===== src/rtl/mod_acc_pkg.sv =====
// Shared types, constants and sizing helpers for the mod_acc streaming accumulator.
package mod_acc_pkg;

    typedef enum logic [1:0] {
        SIDE_RST_NONE,
        SIDE_RST_ZERO,
        SIDE_RST_ONE
    } side_rst_e;

    localparam int MOD_ACC_RST_SIDE_ZERO_BIT = 0;
    localparam int MOD_ACC_RST_SIDE_ONE_BIT  = 1;

    function automatic int get_acc_cnt_w(input int acc_nb);
        return (acc_nb > 1) ? $clog2(acc_nb) : 1;
    endfunction

    // A zero-width side bus is carried as one dummy bit so port widths stay legal.
    function automatic int get_side_w(input int side_w);
        return (side_w > 0) ? side_w : 1;
    endfunction

    // The zero request wins when both reset bits are set.
    function automatic side_rst_e get_side_rst(input logic [1:0] rst_side);
        if (rst_side[MOD_ACC_RST_SIDE_ZERO_BIT])
            return SIDE_RST_ZERO;
        else if (rst_side[MOD_ACC_RST_SIDE_ONE_BIT])
            return SIDE_RST_ONE;
        else
            return SIDE_RST_NONE;
    endfunction

endpackage


===== src/rtl/mod_acc_if.sv =====
// Input/output stream bundle of mod_acc; out_err exists only with MOD_ACC_INPUT_CHECK_EN.
interface mod_acc_if
    import mod_acc_pkg::*;
#(
    parameter int MOD_W  = 64,
    parameter int SIDE_W = 0
);
    localparam int SIDE_WI = get_side_w(SIDE_W);

    logic [MOD_W-1:0]   a;
    logic               in_avail;
    logic [SIDE_WI-1:0] in_side;
    logic [MOD_W-1:0]   z;
    logic               out_avail;
    logic [SIDE_WI-1:0] out_side;
`ifdef MOD_ACC_INPUT_CHECK_EN
    logic               out_err;

    modport master (
        output a, in_avail, in_side,
        input  z, out_avail, out_side, out_err
    );

    modport slave (
        input  a, in_avail, in_side,
        output z, out_avail, out_side, out_err
    );
`else
    modport master (
        output a, in_avail, in_side,
        input  z, out_avail, out_side
    );

    modport slave (
        input  a, in_avail, in_side,
        output z, out_avail, out_side
    );
`endif

endinterface


===== src/rtl/mod_acc_add_core.sv =====
// Combinational modular adder: (x + y) mod MOD_M for x, y < MOD_M with one conditional subtract.
module mod_acc_add_core
    import mod_acc_pkg::*;
#(
    parameter int               MOD_W = 64,
    parameter logic [MOD_W-1:0] MOD_M = {{(MOD_W-MOD_W/2){1'b1}}, {(MOD_W/2-1){1'b0}}, 1'b1}
) (
    input  logic [MOD_W-1:0] i_x,
    input  logic [MOD_W-1:0] i_y,
    output logic [MOD_W-1:0] o_sum
);

    logic [MOD_W:0]   w_sum;
    logic [MOD_W-1:0] w_diff;
    logic             w_ge;

    assign w_sum  = {1'b0, i_x} + {1'b0, i_y};
    // The carry bit is dropped on purpose: when w_ge holds the true difference fits in MOD_W bits.
    assign w_diff = w_sum[MOD_W-1:0] - MOD_M;
    assign w_ge   = (w_sum >= {1'b0, MOD_M});
    assign o_sum  = w_ge ? w_diff : w_sum[MOD_W-1:0];

endmodule


===== src/rtl/mod_acc.sv =====
// mod_acc: sums each group of ACC_NB valid inputs modulo MOD_M and emits one pulse per group.
// Define MOD_ACC_INPUT_CHECK_EN to add the sticky out_err flag for inputs >= MOD_M.
module mod_acc
    import mod_acc_pkg::*;
#(
    parameter int               MOD_W    = 64,
    parameter logic [MOD_W-1:0] MOD_M    = {{(MOD_W-MOD_W/2){1'b1}}, {(MOD_W/2-1){1'b0}}, 1'b1},
    parameter int               ACC_NB   = 4,
    parameter int               IN_PIPE  = 1,
    parameter int               SIDE_W   = 0,
    parameter logic [1:0]       RST_SIDE = 2'b00
) (
    input  logic       clk,
    input  logic       s_rst_n,
    mod_acc_if.slave   bus
);

    localparam int               CNT_W         = get_acc_cnt_w(ACC_NB);
    localparam int               SIDE_WI       = get_side_w(SIDE_W);
    localparam logic [CNT_W-1:0] CNT_LAST      = CNT_W'(ACC_NB - 1);
    localparam side_rst_e        SIDE_RST_MODE = get_side_rst(RST_SIDE);
    localparam logic [SIDE_WI-1:0] SIDE_RST_VAL =
        (SIDE_RST_MODE == SIDE_RST_ONE) ? {SIDE_WI{1'b1}} : {SIDE_WI{1'b0}};

    logic [MOD_W-1:0] w_s0_a;
    logic             w_s0_avail;
    logic [MOD_W-1:0] w_acc_op;
    logic [MOD_W-1:0] w_result;
    logic             w_last;

    logic [MOD_W-1:0] r_acc;
    logic [MOD_W-1:0] r_z;
    logic [CNT_W-1:0] r_cnt;
    logic             r_out_avail;

    // ---------------- s0: optional input register ----------------
    generate
        if (IN_PIPE != 0) begin : g_in_pipe
            logic [MOD_W-1:0] r_a;
            logic             r_avail;

            always_ff @(posedge clk or negedge s_rst_n) begin
                if (!s_rst_n) begin
                    r_a     <= '0;
                    r_avail <= 1'b0;
                end else begin
                    r_avail <= bus.in_avail;
                    if (bus.in_avail)
                        r_a <= bus.a;
                end
            end

            assign w_s0_a     = r_a;
            assign w_s0_avail = r_avail;
        end else begin : g_in_direct
            assign w_s0_a     = bus.a;
            assign w_s0_avail = bus.in_avail;
        end
    endgenerate

    // ---------------- s1: accumulate ----------------
    assign w_last   = (r_cnt == CNT_LAST);
    // First element of a group starts from zero, so a stale acc never leaks across groups.
    assign w_acc_op = (r_cnt == '0) ? '0 : r_acc;

    mod_acc_add_core #(
        .MOD_W (MOD_W),
        .MOD_M (MOD_M)
    ) u_add_core (
        .i_x   (w_acc_op),
        .i_y   (w_s0_a),
        .o_sum (w_result)
    );

    always_ff @(posedge clk or negedge s_rst_n) begin
        if (!s_rst_n) begin
            r_acc       <= '0;
            r_cnt       <= '0;
            r_z         <= '0;
            r_out_avail <= 1'b0;
        end else begin
            r_out_avail <= 1'b0;
            if (w_s0_avail) begin
                if (w_last) begin
                    r_cnt       <= '0;
                    r_z         <= w_result;
                    r_out_avail <= 1'b1;
                end else begin
                    r_acc <= w_result;
                    r_cnt <= r_cnt + CNT_W'(1);
                end
            end
        end
    end

    assign bus.z         = r_z;
    assign bus.out_avail = r_out_avail;

    // ---------------- side data: stage 0 = input pipe, stage 1 = output ----------------
    genvar gi;
    generate
        if (SIDE_W > 0) begin : g_side
            logic [SIDE_WI-1:0] w_side_d  [2];
            logic [SIDE_WI-1:0] w_side_q  [2];
            logic               w_side_en [2];

            assign w_side_d[0]  = bus.in_side;
            assign w_side_en[0] = bus.in_avail;
            assign w_side_d[1]  = w_side_q[0];
            assign w_side_en[1] = w_s0_avail & w_last;

            for (gi = 0; gi < 2; gi++) begin : g_stage
                if (gi == 0 && IN_PIPE == 0) begin : g_bypass
                    assign w_side_q[gi] = w_side_d[gi];
                end else if (SIDE_RST_MODE == SIDE_RST_NONE) begin : g_noreset
                    logic [SIDE_WI-1:0] r_side;

                    always_ff @(posedge clk) begin
                        if (w_side_en[gi])
                            r_side <= w_side_d[gi];
                    end

                    assign w_side_q[gi] = r_side;
                end else begin : g_reset
                    logic [SIDE_WI-1:0] r_side;

                    always_ff @(posedge clk or negedge s_rst_n) begin
                        if (!s_rst_n)
                            r_side <= SIDE_RST_VAL;
                        else if (w_side_en[gi])
                            r_side <= w_side_d[gi];
                    end

                    assign w_side_q[gi] = r_side;
                end
            end

            assign bus.out_side = w_side_q[1];
        end else begin : g_no_side
            assign bus.out_side = '0;
        end
    endgenerate

`ifdef MOD_ACC_INPUT_CHECK_EN
    // Registered from the s0 element, so the flag rises in that element's s1 cycle.
    logic r_err;

    always_ff @(posedge clk or negedge s_rst_n) begin
        if (!s_rst_n)
            r_err <= 1'b0;
        else if (w_s0_avail && (w_s0_a >= MOD_M))
            r_err <= 1'b1;
    end

    assign bus.out_err = r_err;
`endif

endmodule


===== src/flat_wrapper.sv =====
// flat-port wrapper written by rule: the top's interface ports become plain ports
module mod_acc_flat import mod_acc_pkg::*;
#(
    parameter int               MOD_W    = 64,
    parameter logic [MOD_W-1:0] MOD_M    = {{(MOD_W-MOD_W/2){1'b1}}, {(MOD_W/2-1){1'b0}}, 1'b1},
    parameter int               ACC_NB   = 4,
    parameter int               IN_PIPE  = 1,
    parameter int               SIDE_W   = 0,
    parameter logic [1:0]       RST_SIDE = 2'b00
)
  (clk, s_rst_n, bus_a, bus_in_avail, bus_in_side, bus_z, bus_out_avail, bus_out_side);
  mod_acc_if #(.MOD_W(MOD_W), .SIDE_W(SIDE_W)) bus_i ();
  input  logic clk;
  input  logic s_rst_n;
  input wire logic [$bits(bus_i.a)-1:0] bus_a;
  input wire logic [$bits(bus_i.in_avail)-1:0] bus_in_avail;
  input wire logic [$bits(bus_i.in_side)-1:0] bus_in_side;
  output wire logic [$bits(bus_i.z)-1:0] bus_z;
  output wire logic [$bits(bus_i.out_avail)-1:0] bus_out_avail;
  output wire logic [$bits(bus_i.out_side)-1:0] bus_out_side;
  assign bus_i.a = bus_a;
  assign bus_i.in_avail = bus_in_avail;
  assign bus_i.in_side = bus_in_side;
  assign bus_z = bus_i.z;
  assign bus_out_avail = bus_i.out_avail;
  assign bus_out_side = bus_i.out_side;
  mod_acc #(.MOD_W(MOD_W), .MOD_M(MOD_M), .ACC_NB(ACC_NB), .IN_PIPE(IN_PIPE), .SIDE_W(SIDE_W), .RST_SIDE(RST_SIDE)) u_core (.clk(clk), .s_rst_n(s_rst_n), .bus(bus_i));
endmodule

===== config.mk =====
export PLATFORM = sky130hd
export DESIGN_NAME = mod_acc_flat
export DESIGN_NICKNAME = d
export VERILOG_FILES = /design/src/rtl/mod_acc_pkg.sv /design/src/rtl/mod_acc_if.sv /design/src/rtl/mod_acc_add_core.sv /design/src/rtl/mod_acc.sv /design/src/flat_wrapper.sv
export SDC_FILE = /design/constraint.sdc
export NUM_CORES = 1
export LEC_CHECK = 0
export BUFFER_PORTS_ARGS = -buffer_cell sky130_fd_sc_hd__buf_2
export CELL_PAD_IN_SITES_DETAIL_PLACEMENT = 0
export CELL_PAD_IN_SITES_GLOBAL_PLACEMENT = 1
export CORE_MARGIN = 4
export CORE_UTILIZATION = 51
export CTS_BUF_LIST = sky130_fd_sc_hd__clkbuf_2 sky130_fd_sc_hd__clkbuf_4 sky130_fd_sc_hd__clkbuf_8
export DETAILED_ROUTE_END_ITERATION = 8
export GPL_ROUTABILITY_DRIVEN = 0
export GPL_TIMING_DRIVEN = 0
export PLACE_DENSITY = 0.9
export SLEW_MARGIN = 10
export SYNTH_ARGS = -nofsm -noshare
export SYNTH_HDL_FRONTEND = slang
export SYNTH_SLANG_ARGS = --single-unit

===== constraint.sdc =====
create_clock -name clk -period 7.8 [get_ports clk]
set_clock_uncertainty 0.05 [all_clocks]
set_input_delay 2.34 -clock clk [delete_from_list [all_inputs] [get_ports clk]]
set_output_delay 2.34 -clock clk [all_outputs]
set_load 0.03 [all_outputs]

==> impl_metrics.tcl <==
set metrics [dict create \
    detail_route.iter0.violations 1662 \
    postCtsSetupBuffers 0 \
    vias_per_cell 6.45 \
    clock_insertion_delay_worst_skew_ns 0.53 \
    antenna_found_initial 0 \
    core_area_mm2 0.0280 \
    postSynthNetCount 1850 \
    post_cts.resized_instances 0 \
    setup_viol 0 \
    synth.yosys.warnings 0 \
    rsz_0062_raised_after_global_routing "false" \
    seq_area_frac_synth_pct 33.6 \
    worst_slew_margin_rel_pct 6.37 \
    detailed_placer_s_ending_hpwl_um 39800 \
    nNetsFinal 2002 \
    synth_ff_type "dfrtp_1" \
    chipWidth_um 177 \
    fraction_of_layout_instances_using_a_drive_strength_above_1_pct 18.8 \
    cts_hold_buf 0 \
    met3WireLength_um 4350 \
    ys_seq_elements 196 \
    dieArea_mm2 0.0314 \
    max_freq_mhz 135 \
    postLayoutCoreUtil_pct 57.9 \
    met2_wirelength_um 22800 \
    synth_area_leaders "dfrtp_1 (34%), ha_1 (5.8%), mux2_2 (4.9%), nor2_1 (4.8%), a31oi_1 (4.5%)" \
    cts-root-buf "clkbuf_8" \
    detailedPlace.worstSlack_ns 0.356 \
    drtAntennaViolNets 0 \
    grt-ovfl-total 0 \
    drt-pass1-iter-count 6 \
    vias_in_the_first_global_route 13900 \
    timing.critical_path.required_ns 8.14 \
    dr.max_layer_used "met4" \
    pwr_density_cell_mw_per_mm2 511 \
    final_hold_viol_count 0 \
    floorplan.die.height_um 177 \
    n_antenna_cell 0 \
    holdWs_ns 0.444 \
    critPathKind "flip-flop to flip-flop" \
    largest_driver_fanout_on_the_critical_path 10 \
    yosysUniqueCellTypes 96 \
    final-max-slew-violation-count 0 \
    clk_pin_slew_ns 0.12 \
    cts_num_sinks 196 \
    yosys.cell_count.top_type "dfrtp_1" \
    tightestPinTransition_ns 1.39 \
    worst_ir_drop_vdd_mv 0.230 \
    finalWorstSetupSlack_ns 0.414 \
    netlist_instances 1713 \
    grt_start_max_net_pins 78 \
    placement_rows 61 \
    holdCritPathClass "flip-flop to flip-flop" \
    totalWireLength_um 50900 \
    h-tree-depth 4 \
    type_of_origin_of_the_critical_path "flip-flop" \
    grt_pass1_wl_um 78300 \
    number_of_violations_of_the_max_capacitance_limit 0 \
    i_o_pin_count 134 \
    critical_path_arrival_ns 7.73 \
    start_util_pct 52.1 \
    finalWorstPathRequiredPeriod_ns 7.39 \
    syn-mean-instance-area_um2 8.52 \
    cts_tree "done" \
    post_dr_wirelength_cell_um 22.6 \
    edff_count_synth 0 \
    clock_tree.buffer_depth 2 \
    final.setup.tns_ns 0 \
    yosysTopAreaCell "dfrtp_1" \
    asyncSetResetFlopFracSynth_pct 100 \
    overall_power_uw 8280 \
    sort_of_element_at_the_end_of_the_critical_path "flip-flop" \
    share_of_the_synthesized_area_in_the_top_cell_type_pct 33.6 \
    drcViolationCount 0 \
    layout_worst_path_cycle_share_pct 94.7 \
    netlist_area_mm2 0.0146 \
    met1_length_um 21600 \
    portBuffers 131 \
    reported_leakage_power_uw 0.00663 \
    synth_top_cells_by_count "dfrtp_1 (196), nor2_1 (186), nand2_1 (147), a31oi_1 (105), a21oi_1 (87)" \
    dr_total_vias 14600 \
    number_of_buffers_inserted_during_clock_tree_synthesis 17 \
    globalRouteTotalUtil_pct 32.1 \
    run_status "complete, no violations" \
    area_growth_pct 11.1 \
]
[worst max-delay path: stages (launching register included)]
cell and delay (ns):
dfrtp_1 0.40, inv_1 0.09, ha_1 0.14, clkbuf_1 0.70, clkbuf_1 0.52, nor2b_1 0.11, ha_1 0.24, inv_1 0.07
fa_1 0.20, nor2b_1 0.08, o31ai_1 0.54, a21boi_1 0.30, nor3_1 0.60, o21a_1 0.29, o211ai_1 0.19, or2_2 0.34
nor3_1 0.54, and4b_1 0.42, a31oi_4 0.27, buf_2 0.34, nor4b_1 0.66, o31ai_1 0.15
[metal layers]
layer / vias up / track usage (%)
met4: 0 / 13.5
met1: 7039 / 43.4
met5: - / 0
li1: 6697 / -
met2: 693 / 50.9
met3: 133 / 5.92
[area by class of cell]
cell class,instances,area [um2]
Buffer,105,494
Clock buffer,17,234
Clock inverter,15,184
Fill cell,2589,11800
Inverter,18,67.6
Multi-Input combinational cell,1394,9140
Sequential cell,196,4900
Tap cell,378,473
Timing Repair Buffer,133,721
[stage by stage]
stage               instances  area [um2]
floorplan                1713       14600
global placement         2222       15700
detailed placement       2224       15800
CTS                      2256       16200
global route             2256       16200
finish                   2256       16200
[state kept, by name, indices dropped and copies added (netlist names)]
name	flops
u_core.g_in_pipe.r_a	64
u_core.r_acc	64
u_core.bus.z	64
u_core.g_in_pipe.r_avail	1
u_core.bus.out_avail	1
u_core.r_cnt	2
[cell families (layout without fill, tap and decap cells)]
kind of cell,Yosys count,after routing,share of synthesized area [%]
and+or+nand+nor,706,706,25.3
AOI/OAI and AO/OA,502,502,23.1
DFF,196,196,33.6
buffers and inverters,123,288,3.84
adders and majority gates,69,69,5.97
muxes,69,69,5.28
xor gates and xnor gates,47,47,2.92
other,1,1,0.0257
[layout by cell type (no fill, tap or decap), types with 51 or more instances in the layout]
cell type,instances
nor2b_1,70
clkbuf_1,51
nand4_1,54
a21oi_1,87
nand2_1,147
buf_2,173
mux2_2,64
ha_1,68
a31oi_1,105
dfrtp_1,196
o21ai_0,81
nor2_1,186
[power by group]
part	internal [uW]	total, uW	switching (uW)	leakage [uW]
Sequential	1390	1610	222	0.00226
Combinational	1980	5940	3960	0.00416
Clock	299	731	432	0.000210
Total	3660	8280	4620	0.00663
[final timing paths]
| kind | slack [ns] | endpoint | startpoint | depth (start not counted) |
|---|---|---|---|---|
| min in group asynchronous | 1.66 | u_core.bus.z[31] | s_rst_n | 1 |
| worst min-delay path | 0.44 | u_core.bus.z[56] | u_core.bus.z[56] | 2 |
| worst min register to register | 0.44 | u_core.bus.z[56] | u_core.bus.z[56] | 2 |
| worst max-delay path | 0.41 | u_core.r_acc[21] | u_core.r_cnt[0] | 21 |
| max in group asynchronous | 5.29 | u_core.bus.z[50] | s_rst_n | 2 |
| worst max register to register | 0.41 | u_core.r_acc[21] | u_core.r_cnt[0] | 21 |
Note: power is estimated with default switching activity, not from simulation.
